==> src/rtl/dmem_pkg.sv <==
// Shared definitions for the data-memory controller: FSM states, RV32I
// load/store funct3 codes and the funct3 legality check.
package dmem_pkg;

    typedef enum logic [2:0] {
        ST_IDLE,
        ST_RD,
        ST_WAIT,
        ST_WR,
        ST_RSP
    } dmemStateT;

    localparam logic [2:0] LB  = 3'd0;
    localparam logic [2:0] LH  = 3'd1;
    localparam logic [2:0] LW  = 3'd2;
    localparam logic [2:0] LBU = 3'd4;
    localparam logic [2:0] LHU = 3'd5;
    localparam logic [2:0] SB  = 3'd0;
    localparam logic [2:0] SH  = 3'd1;
    localparam logic [2:0] SW  = 3'd2;

    function automatic logic funcLegal(input logic isWr, input logic [2:0] func3);
        logic legal;
        if (isWr)
            legal = (func3 == SB) || (func3 == SH) || (func3 == SW);
        else
            legal = (func3 == LB) || (func3 == LH) || (func3 == LW) ||
                    (func3 == LBU) || (func3 == LHU);
        return legal;
    endfunction

endpackage

==> src/rtl/dmem_if.sv <==
// Request/response handshake and RAM port bundle of dmem_ctrl; signal names
// keep the controller's original port names.
interface dmem_if #(parameter int unsigned AW = 8);
    logic          iREQ_VALID;
    logic          oREQ_READY;
    logic          iREQ_WR;
    logic [2:0]    iFUNC3;
    logic [31:0]   iADDR;
    logic [31:0]   iWDATA;
    logic          oRSP_VALID;
    logic [31:0]   oRSP_DATA;
    logic          oRSP_ERR;
    logic          oRAM_CE;
    logic          oRAM_RD;
    logic          oRAM_WR;
    logic [AW-1:0] oRAM_ADDR;
    logic [31:0]   oRAM_DATA;
    logic [31:0]   iRAM_DATA;

    modport slave (
        input  iREQ_VALID, iREQ_WR, iFUNC3, iADDR, iWDATA, iRAM_DATA,
        output oREQ_READY, oRSP_VALID, oRSP_DATA, oRSP_ERR,
               oRAM_CE, oRAM_RD, oRAM_WR, oRAM_ADDR, oRAM_DATA
    );

    modport master (
        output iREQ_VALID, iREQ_WR, iFUNC3, iADDR, iWDATA, iRAM_DATA,
        input  oREQ_READY, oRSP_VALID, oRSP_DATA, oRSP_ERR,
               oRAM_CE, oRAM_RD, oRAM_WR, oRAM_ADDR, oRAM_DATA
    );
endinterface

==> src/rtl/dmem_lane.sv <==
// Byte/half-word lane logic: extracts and extends a load value from a RAM
// word, and merges store data into the addressed lane for read-modify-write.
module dmem_lane
    import dmem_pkg::*;
(
    input  logic [31:0] word,
    input  logic [1:0]  lane,
    input  logic [2:0]  func3,
    input  logic [31:0] storeData,
    output logic [31:0] loadVal,
    output logic [31:0] mergedWord
);

    logic [7:0]  byteSel;
    logic [15:0] halfSel;

    always_comb begin
        byteSel = word[{lane, 3'b000} +: 8];
        halfSel = lane[1] ? word[31:16] : word[15:0];

        loadVal = '0;
        case (func3)
            LB:      loadVal = {{24{byteSel[7]}}, byteSel};
            LH:      loadVal = {{16{halfSel[15]}}, halfSel};
            LW:      loadVal = word;
            LBU:     loadVal = {24'd0, byteSel};
            LHU:     loadVal = {16'd0, halfSel};
            default: loadVal = '0;
        endcase

        mergedWord = word;
        case (func3)
            SB: mergedWord[{lane, 3'b000} +: 8] = storeData[7:0];
            SH: begin
                if (lane[1])
                    mergedWord[31:16] = storeData[15:0];
                else
                    mergedWord[15:0] = storeData[15:0];
            end
            default: mergedWord = storeData;
        endcase
    end

endmodule

==> src/rtl/dmem_ctrl.sv <==
// Sequential data-memory controller: one load/store at a time, RAM read,
// byte/half read-modify-write and write cycles. Optional macro
// DMEM_MISALIGN_TRAP_EN rejects misaligned half/word accesses.
module dmem_ctrl
    import dmem_pkg::*;
#(
    parameter int unsigned AW = 8
) (
    input logic   iCLK,
    input logic   iRST_N,
    dmem_if.slave bus
);

    dmemStateT     state, nextState;
    logic          reqWr;
    logic [2:0]    reqFunc3;
    logic [1:0]    reqLane;
    logic [AW-1:0] reqWordAddr;
    logic [31:0]   wordReg;
    logic [31:0]   rspData;
    logic          rspErr;
    logic          accept;
    logic          reqOk;
    logic [31:0]   loadVal;
    logic [31:0]   mergedWord;
    logic [31-AW-2:0] unusedAddrBits;

    assign unusedAddrBits = bus.iADDR[31:AW+2];
    assign accept = bus.iREQ_VALID && (state == ST_IDLE);

    always_comb begin
        reqOk = funcLegal(bus.iREQ_WR, bus.iFUNC3);
`ifdef DMEM_MISALIGN_TRAP_EN
        if ((bus.iFUNC3[1:0] == 2'b01) && bus.iADDR[0])
            reqOk = 1'b0;
        if ((bus.iFUNC3[1:0] == 2'b10) && (bus.iADDR[1:0] != 2'b00))
            reqOk = 1'b0;
`endif
    end

    // wordReg holds store data until WAIT replaces it with the merged word
    dmem_lane uLane (
        .word       (bus.iRAM_DATA),
        .lane       (reqLane),
        .func3      (reqFunc3),
        .storeData  (wordReg),
        .loadVal    (loadVal),
        .mergedWord (mergedWord)
    );

    always_ff @(posedge iCLK or negedge iRST_N) begin
        if (!iRST_N)
            state <= ST_IDLE;
        else
            state <= nextState;
    end

    always_comb begin
        nextState = state;
        case (state)
            ST_IDLE: begin
                if (accept) begin
                    if (!reqOk)
                        nextState = ST_RSP;
                    else if (bus.iREQ_WR && (bus.iFUNC3 == SW))
                        nextState = ST_WR;
                    else
                        nextState = ST_RD;
                end
            end
            ST_RD:   nextState = ST_WAIT;
            ST_WAIT: nextState = reqWr ? ST_WR : ST_RSP;
            ST_WR:   nextState = ST_RSP;
            ST_RSP:  nextState = ST_IDLE;
            default: nextState = ST_IDLE;
        endcase
    end

    always_ff @(posedge iCLK or negedge iRST_N) begin
        if (!iRST_N) begin
            reqWr       <= 1'b0;
            reqFunc3    <= '0;
            reqLane     <= '0;
            reqWordAddr <= '0;
            wordReg     <= '0;
            rspData     <= '0;
            rspErr      <= 1'b0;
        end else begin
            case (state)
                ST_IDLE: begin
                    if (accept) begin
                        reqWr       <= bus.iREQ_WR;
                        reqFunc3    <= bus.iFUNC3;
                        reqLane     <= bus.iADDR[1:0];
                        reqWordAddr <= bus.iADDR[AW+1:2];
                        wordReg     <= bus.iWDATA;
                        if (!reqOk) begin
                            rspData <= '0;
                            rspErr  <= 1'b1;
                        end
                    end
                end
                ST_WAIT: begin
                    if (reqWr) begin
                        wordReg <= mergedWord;
                    end else begin
                        rspData <= loadVal;
                        rspErr  <= 1'b0;
                    end
                end
                ST_WR: begin
                    rspData <= '0;
                    rspErr  <= 1'b0;
                end
                default: ;
            endcase
        end
    end

    assign bus.oREQ_READY = (state == ST_IDLE);
    assign bus.oRSP_VALID = (state == ST_RSP);
    assign bus.oRSP_DATA  = rspData;
    assign bus.oRSP_ERR   = rspErr;
    assign bus.oRAM_CE    = (state == ST_RD) || (state == ST_WR);
    assign bus.oRAM_RD    = (state == ST_RD);
    assign bus.oRAM_WR    = (state == ST_WR);
    assign bus.oRAM_ADDR  = reqWordAddr;
    assign bus.oRAM_DATA  = wordReg;

endmodule

==> src/flat_wrapper.sv <==
// flat-port wrapper written by rule: the top's interface ports become plain ports
module dmem_ctrl_flat import dmem_pkg::*;
#(
    parameter int unsigned AW = 8
)
  (iCLK, iRST_N, bus_iREQ_VALID, bus_iREQ_WR, bus_iFUNC3, bus_iADDR, bus_iWDATA, bus_iRAM_DATA, bus_oREQ_READY, bus_oRSP_VALID, bus_oRSP_DATA, bus_oRSP_ERR, bus_oRAM_CE, bus_oRAM_RD, bus_oRAM_WR, bus_oRAM_ADDR, bus_oRAM_DATA);
  dmem_if #(.AW(AW)) bus_i ();
  input logic iCLK;
  input logic iRST_N;
  input wire logic [$bits(bus_i.iREQ_VALID)-1:0] bus_iREQ_VALID;
  input wire logic [$bits(bus_i.iREQ_WR)-1:0] bus_iREQ_WR;
  input wire logic [$bits(bus_i.iFUNC3)-1:0] bus_iFUNC3;
  input wire logic [$bits(bus_i.iADDR)-1:0] bus_iADDR;
  input wire logic [$bits(bus_i.iWDATA)-1:0] bus_iWDATA;
  input wire logic [$bits(bus_i.iRAM_DATA)-1:0] bus_iRAM_DATA;
  output wire logic [$bits(bus_i.oREQ_READY)-1:0] bus_oREQ_READY;
  output wire logic [$bits(bus_i.oRSP_VALID)-1:0] bus_oRSP_VALID;
  output wire logic [$bits(bus_i.oRSP_DATA)-1:0] bus_oRSP_DATA;
  output wire logic [$bits(bus_i.oRSP_ERR)-1:0] bus_oRSP_ERR;
  output wire logic [$bits(bus_i.oRAM_CE)-1:0] bus_oRAM_CE;
  output wire logic [$bits(bus_i.oRAM_RD)-1:0] bus_oRAM_RD;
  output wire logic [$bits(bus_i.oRAM_WR)-1:0] bus_oRAM_WR;
  output wire logic [$bits(bus_i.oRAM_ADDR)-1:0] bus_oRAM_ADDR;
  output wire logic [$bits(bus_i.oRAM_DATA)-1:0] bus_oRAM_DATA;
  assign bus_i.iREQ_VALID = bus_iREQ_VALID;
  assign bus_i.iREQ_WR = bus_iREQ_WR;
  assign bus_i.iFUNC3 = bus_iFUNC3;
  assign bus_i.iADDR = bus_iADDR;
  assign bus_i.iWDATA = bus_iWDATA;
  assign bus_i.iRAM_DATA = bus_iRAM_DATA;
  assign bus_oREQ_READY = bus_i.oREQ_READY;
  assign bus_oRSP_VALID = bus_i.oRSP_VALID;
  assign bus_oRSP_DATA = bus_i.oRSP_DATA;
  assign bus_oRSP_ERR = bus_i.oRSP_ERR;
  assign bus_oRAM_CE = bus_i.oRAM_CE;
  assign bus_oRAM_RD = bus_i.oRAM_RD;
  assign bus_oRAM_WR = bus_i.oRAM_WR;
  assign bus_oRAM_ADDR = bus_i.oRAM_ADDR;
  assign bus_oRAM_DATA = bus_i.oRAM_DATA;
  dmem_ctrl #(.AW(AW)) u_core (.iCLK(iCLK), .iRST_N(iRST_N), .bus(bus_i));
endmodule
==> config.mk <==
export PLATFORM = sky130hd
export DESIGN_NAME = dmem_ctrl_flat
export DESIGN_NICKNAME = d
export VERILOG_FILES = /design/src/rtl/dmem_pkg.sv /design/src/rtl/dmem_if.sv /design/src/rtl/dmem_lane.sv /design/src/rtl/dmem_ctrl.sv /design/src/flat_wrapper.sv
export SDC_FILE = /design/constraint.sdc
export NUM_CORES = 1
export LEC_CHECK = 0
export CAP_MARGIN = 20
export CORE_MARGIN = 2
export CORE_UTILIZATION = 30
export DETAILED_ROUTE_END_ITERATION = 16
export GPL_TIMING_DRIVEN = 1
export PLACE_DENSITY = 0.68
export SLEW_MARGIN = 40
export SYNTH_ARGS = -nofsm -noshare
export SYNTH_HDL_FRONTEND = slang
export SYNTH_SLANG_ARGS = --single-unit
export TNS_END_PERCENT = 100
==> constraint.sdc <==
create_clock -name iCLK -period 2.7 [get_ports iCLK]
set_input_delay 0.81 -clock iCLK [delete_from_list [all_inputs] [get_ports iCLK]]
set_output_delay 0.81 -clock iCLK [all_outputs]
set_load 0.005 [all_outputs]
==> results of run 1 <==
[flip-flops by register name (all words and copies together), names as in the netlist]
| register | count |
|---|---|
| u_core.state | 3 |
| u_core.reqLane | 2 |
| u_core.bus.oRAM_ADDR | 8 |
| u_core.bus.oRAM_DATA | 32 |
| u_core.bus.oRSP_ERR | 1 |
| u_core.reqFunc3 | 3 |
| u_core.reqWr | 1 |
| u_core.bus.oRSP_DATA | 32 |
[worst paths after layout]
path | start | endpoint | depth (start not counted)
min in group iCLK | u_core.bus.oRSP_DATA[21] | u_core.bus.oRSP_DATA[21] | 1
hold reg to reg | u_core.bus.oRSP_DATA[21] | u_core.bus.oRSP_DATA[21] | 1
max in group asynchronous | iRST_N | u_core.bus.oRSP_DATA[5] | 2
setup / recovery | u_core.state[0] | bus_oRAM_RD | 3
setup reg to reg | u_core.reqFunc3[0] | u_core.bus.oRAM_DATA[1] | 4
hold / removal | iRST_N | u_core.bus.oRAM_ADDR[4] | 1
[cell type report]
| type | count | area, um2 | area share, % |
|---|---|---|---|
| repair buffers | 176 | 1750 | 25.8 |
| inverters | 14 | 52.6 | 0.774 |
| flip-flops and latches | 82 | 2050 | 30.2 |
| clock buffers | 14 | 254 | 3.74 |
| well taps | 188 | 235 | 3.47 |
| multi-input cells | 321 | 2380 | 35.1 |
| clock inverters | 2 | 60.1 | 0.885 |
[metal layers]
layer	GRT usage, %	vias up	part of all wire (%)	wire length (um)
li1	-	2056	-	-
met1	24.3	2096	41	6680
met2	32.2	217	47	7580
met3	7.11	31	9.1	1480
met4	7.23	0	2.5	403
met5	0	-	0	0
[worst max-delay path: cells and delay by family (launching register included)]
kind / cells / cell delay [ns]
buffers and inverters: 1 / 0.51
and+or+nand+nor: 2 / 0.34
DFF: 1 / 0.57
[logic make-up (layout without fill, tap and decap cells)]
kind of cell / count (synthesis) / in the layout
compound gates: 190 / 190
simple gates: 89 / 89
flops: 82 / 82
buf+inv: 52 / 206
fa+ha+maj: 5 / 5
mux: 37 / 37
[what timing repair did]
item | in CTS | in global routing
gates resized for setup | 0 | 1
hold endpoints to repair | 0 | 0
endpoints found under the setup margin | 0 | 1
[layout by cell type, fill, tap and decap left out, types with 2 or more instances in the layout]
cell	instances
or3b_2	3
dfrtp_1	81
a311oi_1	8
o2bb2ai_1	23
a221o_1	8
o22ai_1	10
nor3_1	3
a21oi_1	35
ha_1	5
a31o_2	2
buf_12	3
clkbuf_1	4
nor3b_2	4
a22o_1	16
inv_1	14
clkbuf_16	9
mux2i_1	10
a22oi_1	10
buf_4	16
nor2_1	38
mux2_2	27
a222oi_1	15
nand2_1	20
a221oi_1	9
and2b_1	2
clkdlybuf4s50_1	157
o31ai_1	9
bufinv_16	2
o21ai_0	29
a21boi_0	9
and2_1	2
nor2b_1	4
[power groups by stage]
stage	sequential (mW)	combinational (mW)	clock [mW]
2_1_floorplan	2.26	2.49	0
3_3_place_gp	2.38	4.31	0
3_5_place_dp	2.40	4.39	0
4_1_cts	2.39	4.42	1.34
5_1_grt	2.47	4.82	1.39
6_report	2.39	4.42	1.31
==> metrics.yaml, run 1 <==
global_route:
  first_global_vias: 4518
  gr-total-overflow: 0
  antenna_found_initial: 0
  grt_pass1_wl_um: 25000
  track_usage_pct: 19.8
  grt_max_degree: 44
placement:
  io_buffers: 158
  gp_congestion: 0.938
  dp_hpwl_um: 12500
  dpl_cell_area_um2: 6470
  pre_cts_ws_ns: 0.100
  dp_cells: 781
floorplan:
  start_util_pct: 30.7
  rows: 45
  io_pins: 181
  die_area_um2: 16600
  core_um2: 15200
  die_h_um: 129
  die_x_um: 129
clock_tree:
  cts_tree: "yes"
  cts_made_buffers: 9
  cts.sinks: 82
  root_buffer: "clkbuf_16"
  htree_levels: 3
  postCtsSetupRepairBufs: 0
  clock_latency_ns: 0.34
  cts_max_path_buffers: 2
  cts_hold_buf: 0
  clk_pin_slew_ns: 0.06
routing:
  drcViolationCount: 0
  drtIter0Drc: 508
  drt-total-wl_um: 16100
  vias_per_cell: 5.52
  antenna_left: 0
  drtPass1Iterations: 6
  routedWlPerCell_um: 20.3
  routed-via-count: 4400
setup_path:
  crit_fanout: 9
  crit_chain: "and2b_1 -> nor2b_1 -> clkdlybuf4s50_1"
  cp.arrival_ns: 1.78
  max_stage_delay_ns: 0.57
  start_kind: "flop"
  ff2ff_setup_slack_ns: 0.47
  worst_setup_path_end_kind: "output port"
  path_class: "reg2out"
  slowest_stage: "dfrtp_1"
  cp.required_ns: 1.89
timing:
  hold_ws_ns: 0.452
  fin_skew_ns: 0.00608
  finalSetupViolCount: 0
  finalCriticalPeriod_ns: 2.59
  drv_slew: 0
  clock.fmax_mhz: 387
  setup_tns_ns: 0
  finalWorstSetupSlack_ns: 0.114
  relSlewSlack_pct: 45.5
  hold_viol_final: 0
  worst_slew_pin_slew_ns: 0.811
  rsz0062_at_grt: "no"
  period_share_pct: 95.8
synth:
  ys_async_sr_fraction_pct: 100
  yosys.area.top_type: "dfrtp_1"
  post-synth-top-count-cell: "dfrtp_1"
  synthSimpleGateAreaFrac_pct: 10.6
  synth-edff-count: 0
  synth_cells: 455
  synth_compound_area_share_pct: 30.2
  synth_xor_xnor_area_share_pct: 0
  ys_seq_area_share_pct: 43.9
  yosys.area.top_type_share_pct: 43.9
  synth.area.mux_share_pct: 8.65
  synth_area_per_cell_um2: 10.3
  ys.warnings.count: 0
  synth_fp_nets: 563
  ys_seq_elements: 82
  synth_top_family_by_area: "compound AO/OA/AOI/OAI gates"
  synth_area_um2: 4670
  synth_flop_cell: "dfrtp_1"
  ys_top_cells_by_count: "dfrtp_1 (82), nor2_1 (38), a21oi_1 (35), o21ai_0 (29), mux2_2 (27)"
  synthDistinctLibCells: 51
  synthAdderAreaFrac_pct: 1.34
  synthTopCellsByArea: "dfrtp_1 (44%), mux2_2 (6.5%), o2bb2ai_1 (4.3%)"
power_and_ir_drop:
  leakagePower_nw: 2.68
  p_clk_share_pct: 16.1
  p_seq_share_pct: 29.4
  switching_share_pct: 38.2
  p_sw_mw: 3.10
  p_int_mw: 5.01
  p_per_area_nw_per_um2: 1190
  design_power_total_mw: 8.11
  p_comb_share_pct: 54.5
  max-vdd-ir-drop_mv: 0.517
finish:
  layout-drive-gt1-share_pct: 13.1
  fill_cells: 1455
  diodes: 0
  final_area_um2: 6790
  final_cells: 797
  final_util_pct: 44.7
  final_nets: 712
  syn2layout_area_growth_pct: 45.2
min_path:
  worstHoldPathType: "in2async"
job:
  max_cap_violations: 0
outcome:
  status: "complete, no violations"
Note: power is estimated with default switching activity, not from simulation.
==> run 2: changes to the inputs <==
Settings changed: CORE_UTILIZATION 30 to 44, HOLD_SLACK_MARGIN set to 0.02, PLACE_DENSITY 0.68 to 0.89.
==> metrics.yaml, run 2 (synthesized netlist as in run 1, its figures left out) <==
setup_path:
  cp.required_ns: 1.89  # about the same
  worst_setup_path_end_kind: "output port"
  path_class: "reg2out"
  cpLargestDelayFamily: "flip-flops"
  crit_chain: "and2b_1 -> nor2b_1 -> clkdlybuf4s50_1"
  crit_fanout: 9  # unchanged
  start_kind: "flop"
  slowest_stage: "dfrtp_1"
  max_stage_delay_ns: 0.57  # about the same
  path_buf_inv: 1  # unchanged
  cp.arrival_ns: 1.78  # about the same
timing:
  clock.fmax_mhz: 386  # -0.25%
  finalCriticalPeriod_ns: 2.59  # +0.00661 ns
  finalWorstSetupSlack_ns: 0.108  # -0.00661 ns
  drv_slew: 0  # unchanged
  fin_skew_ns: 0.0102  # +0.00411 ns
  hold_ws_ns: 0.503  # +0.0511 ns
  hold_viol_final: 0  # unchanged
  period_share_pct: 96.0  # +0.24 points
  relSlewSlack_pct: 44.4  # -1.1 points
  finalSetupViolCount: 0  # unchanged
  rsz0062_at_grt: "no"
  worst_slew_pin_slew_ns: 0.828  # +0.0170 ns
  setup_tns_ns: 0  # unchanged
global_route:
  grt_pass1_wl_um: 23800  # -4.8%
  gr-total-overflow: 0  # unchanged
  first_global_vias: 4531  # +0.29%
  track_usage_pct: 26.9  # +7.1 points
  grt_max_degree: 57  # +30%
  antenna_found_initial: 0  # unchanged
routing:
  antenna_left: 0  # unchanged
  wl_met1_um: 6250  # -6.4%
  drt-total-wl_um: 15400  # -4.9%
  routedWlPerCell_um: 20.5  # +1.2%
  drtIter0Drc: 433  # -15%
  routed-via-count: 4517  # +2.7%
  drcViolationCount: 0  # unchanged
  wl_met3_um: 1290  # -13%
  drtPass1Iterations: 6  # unchanged
  top_layer: "met4"
  wl_met2_um: 7410  # -2.3%
  vias_per_cell: 6.03  # +9.2%
finish:
  diodes: 0  # unchanged
  layout-drive-gt1-share_pct: 14.2  # +1.1 points
  final_nets: 716  # +0.56%
  fill_cells: 844  # -42%
  mostFrequentLayoutCells: "clkdlybuf4s50_1 (157), dfrtp_1 (82), nor2_1 (38), a21oi_1 (35), o21ai_0 (29)"
  final_common_cell: "clkdlybuf4s50_1"
  final_util_pct: 64.2  # +20 points
  syn2layout_area_growth_pct: 41.8
  final_area_um2: 6630  # -2.4%
placement:
  gp_congestion: 0.998  # +6.4%
  dp_hpwl_um: 11800  # -5.3%
  pre_cts_ws_ns: 0.100  # +0.0000360 ns
  dpl_cell_area_um2: 6410  # -0.83%
  io_buffers: 158  # unchanged
clock_tree:
  cts_hold_buf: 0  # unchanged
  cts_tree: "yes"
  cts_made_buffers: 9  # unchanged
  postCtsSetupRepairBufs: 0  # unchanged
  clk_pin_slew_ns: 0.08  # +0.02 ns
  cts.sinks: 82  # unchanged
  cts_max_path_buffers: 2  # unchanged
  htree_levels: 3  # unchanged
  clock_latency_ns: 0.36  # +0.02 ns
  postCtsResizedCells: 0  # unchanged
  root_buffer: "clkbuf_8"
power_and_ir_drop:
  max-vdd-ir-drop_mv: 0.577  # +12%
  p_per_area_nw_per_um2: 1170  # -1.8%
  leakagePower_nw: 2.65  # -1.1%
floorplan:
  core_um2: 10300  # -32%
  io_pins: 181  # unchanged
  rows: 37  # -18%
  die_area_um2: 11500  # -31%
  die_x_um: 107  # -17%
  start_util_pct: 45.3  # +15 points
  die_h_um: 107  # -17%
min_path:
  worstHoldPathType: "in2async"
job:
  max_cap_violations: 0  # unchanged
outcome:
  status: "complete, no violations"
[run 2: report_power, final]
part           switching (mW)  internal (mW)  leakage (nW)
logic                    2.07           2.35          1.51
clock network           0.451          0.502         0.112
registers               0.571           1.83          1.03
total                    3.09           4.68          2.65
[run 2: final cells by class]
cell class | instances | area [um2] | share of cell area (%)
Clock buffer | 12 | 165 | 2.49
Multi-Input combinational cell | 321 | 2380 | 35.9
Timing Repair Buffer | 180 | 1760 | 26.5
Tap cell | 136 | 170 | 2.57
Clock inverter | 4 | 48.8 | 0.736
Sequential cell | 82 | 2050 | 31.0
Inverter | 14 | 52.6 | 0.793
[run 2: metal layers]
layer,global-route usage [%],vias to the layer above
li1,-,2059
met3,5.05,49
met4,9.28,0
met5,0,-
met1,35.3,2176
met2,44.6,233
[run 2: worst reg2reg max path: stages, from the launching register on]
cell and delay (ns):
dfrtp_1 0.55, inv_1 0.19, ha_1 0.36, nor3b_1 0.66
a311oi_1 0.28, o31ai_1 0.28
[run 2: worst paths after layout]
path	from	cells past startpoint	slack [ns]	to
max reg2reg	u_core.reqLane[0]	5	0.32	u_core.bus.oRAM_DATA[8]
min in group iCLK	u_core.bus.oRSP_DATA[20]	1	0.50	u_core.bus.oRSP_DATA[20]
min	iRST_N	1	0.50	u_core.bus.oRAM_ADDR[0]
max in group asynchronous	iRST_N	2	1.51	u_core.bus.oRAM_DATA[16]
max	u_core.state[0]	3	0.11	bus_oRAM_RD
min reg2reg	u_core.bus.oRSP_DATA[20]	1	0.50	u_core.bus.oRSP_DATA[20]
[run 2: stage by stage]
stage	power, mW	cells
final	7.78	749
after global routing	8.30	749
after floorplan	4.75	455
after global placement	6.62	733
after detailed placement	6.78	733
after CTS	7.77	749
==> run 3: changes to the inputs <==
Settings changed: CORE_MARGIN 2 to unset.
==> metrics.yaml, run 3 (synthesized netlist as in run 1, its figures left out) <==
floorplan:
  die_h_um: 105  # -1.9%
  core_um2: 10300  # unchanged
  die_area_um2: 11000  # -3.7%
  io_pins: 181  # unchanged
  start_util_pct: 45.3  # unchanged
  die_x_um: 105  # -1.9%
  rows: 37  # unchanged
clock_tree:
  cts_made_buffers: 9  # unchanged
  clk_pin_slew_ns: 0.08  # about the same
  htree_levels: 3  # unchanged
  clock_latency_ns: 0.36  # about the same
  root_buffer: "clkbuf_8"
  cts.sinks: 82  # unchanged
  postCtsSetupRepairBufs: 0  # unchanged
  cts_tree: "yes"
  cts_max_path_buffers: 2  # unchanged
  postCtsResizedCells: 0  # unchanged
  cts_hold_buf: 0  # unchanged
setup_path:
  crit_fanout: 9  # unchanged
  ff2ff_setup_slack_ns: 0.20  # -0.12 ns
  path_class: "reg2out"
  start_kind: "flop"
  slowest_stage: "clkdlybuf4s50_1"
  cp.arrival_ns: 1.69  # -0.09 ns
  crit_chain: "and2b_1 -> nor2b_1 -> clkdlybuf4s50_1"
  worst_setup_path_end_kind: "output port"
  cp.required_ns: 1.89  # about the same
  max_stage_delay_ns: 0.51  # -0.06 ns
routing:
  drtPass1Iterations: 7  # +1
  drtIter0Drc: 401  # -7.4%
  drcViolationCount: 0  # unchanged
  antenna_left: 0  # unchanged
  drt-total-wl_um: 15300  # -0.71%
  routed-via-count: 4547  # +0.66%
  routedWlPerCell_um: 20.3  # -0.84%
  vias_per_cell: 6.06  # +0.53%
timing:
  worst_slew_pin_slew_ns: 0.823  # -0.00472 ns
  finalCriticalPeriod_ns: 2.50  # -0.0888 ns
  rsz0062_at_grt: "no"
  relSlewSlack_pct: 45.0  # +0.62 points
  period_share_pct: 92.7  # -3.3 points
  hold_ws_ns: 0.422  # -0.0814 ns
  setup_tns_ns: 0  # unchanged
  fin_skew_ns: 0.00968  # -0.000518 ns
  clock.fmax_mhz: 399  # +3.5%
  hold_viol_final: 0  # unchanged
  finalSetupViolCount: 0  # unchanged
  drv_slew: 0  # unchanged
finish:
  syn2layout_area_growth_pct: 42.1
  diodes: 0  # unchanged
  final_common_cell: "clkdlybuf4s50_1"
  final_area_um2: 6640  # +0.17%
  final_nets: 717  # +0.14%
  mostFrequentLayoutCells: "clkdlybuf4s50_1 (157), dfrtp_1 (81), nor2_1 (38), a21oi_1 (35), o21ai_0 (29)"
  layout-drive-gt1-share_pct: 14.5  # +0.30 points
placement:
  dp_hpwl_um: 11700  # -0.75%
  io_buffers: 158  # unchanged
  dpl_cell_area_um2: 6430  # +0.31%
  gp_congestion: 0.954  # -4.4%
global_route:
  grt_pass1_wl_um: 23600  # -0.84%
  antenna_found_initial: 0  # unchanged
  track_usage_pct: 27.7  # +0.81 points
  first_global_vias: 4597  # +1.5%
  gr-total-overflow: 0  # unchanged
  grt_max_degree: 43  # -25%
job:
  max_cap_violations: 0  # unchanged
power_and_ir_drop:
  p_per_area_nw_per_um2: 1170  # -0.39%
  leakagePower_nw: 2.65  # about the same
  max-vdd-ir-drop_mv: 0.591  # +2.3%
outcome:
  status: "complete, no violations"
min_path:
  worstHoldPathType: "in2async"
## run 3: per-stage QoR
step	setup slack (ns)	std cells	utilization (%)	power, mW
2_1_floorplan	0.695	455	-	4.75
3_3_place_gp	0.133	734	62.3	6.60
3_5_place_dp	0.0444	734	62.3	6.79
4_1_cts	0.0634	750	64.3	7.74
5_1_grt	0.0723	750	64.3	8.23
6_report	0.197	750	64.3	7.76
## run 3: final cells by class
| type | instances | area [um2] |
|---|---|---|
| Fill cell | 805 | 3680 |
| Clock inverter | 5 | 52.6 |
| Clock buffer | 11 | 151 |
| Inverter | 14 | 52.6 |
| Timing Repair Buffer | 181 | 1780 |
| Multi-Input combinational cell | 321 | 2380 |
| Sequential cell | 82 | 2050 |
| Tap cell | 136 | 170 |
## run 3: final timing paths
path | end | depth (start not counted) | startpoint
worst max-delay path | bus_oRAM_RD | 3 | u_core.state[0]
worst min-delay path | u_core.bus.oRAM_ADDR[4] | 1 | iRST_N
worst max register to register | u_core.bus.oRAM_DATA[8] | 5 | u_core.reqLane[0]
worst min register to register | u_core.bus.oRSP_DATA[0] | 1 | u_core.bus.oRSP_DATA[0]
max in group asynchronous | u_core.bus.oRAM_DATA[31] | 2 | iRST_N
min in group iCLK | u_core.bus.oRSP_DATA[0] | 1 | u_core.bus.oRSP_DATA[0]
## run 3: worst max-delay path: cells and delay by family, from the launching register on
| kind | cells | cell delay (ns) |
|---|---|---|
| buf+inv | 1 | 0.51 |
| simple gates | 2 | 0.33 |
| flops | 1 | 0.49 |
## run 3: where the power goes
part | internal, mW | total, mW | switching, mW
Combinational | 2.35 | 4.43 | 2.07
Clock | 0.473 | 0.926 | 0.453
Sequential | 1.83 | 2.41 | 0.575
Total | 4.66 | 7.76 | 3.10
## run 3: per-layer routing
metal | global-route usage [%] | wire length [um] | up-vias
met5 | 0 | 0 | -
met3 | 6.18 | 1320 | 42
met2 | 46.6 | 7270 | 266
met1 | 33.9 | 6100 | 2180
met4 | 12.7 | 563 | 0
li1 | - | - | 2059
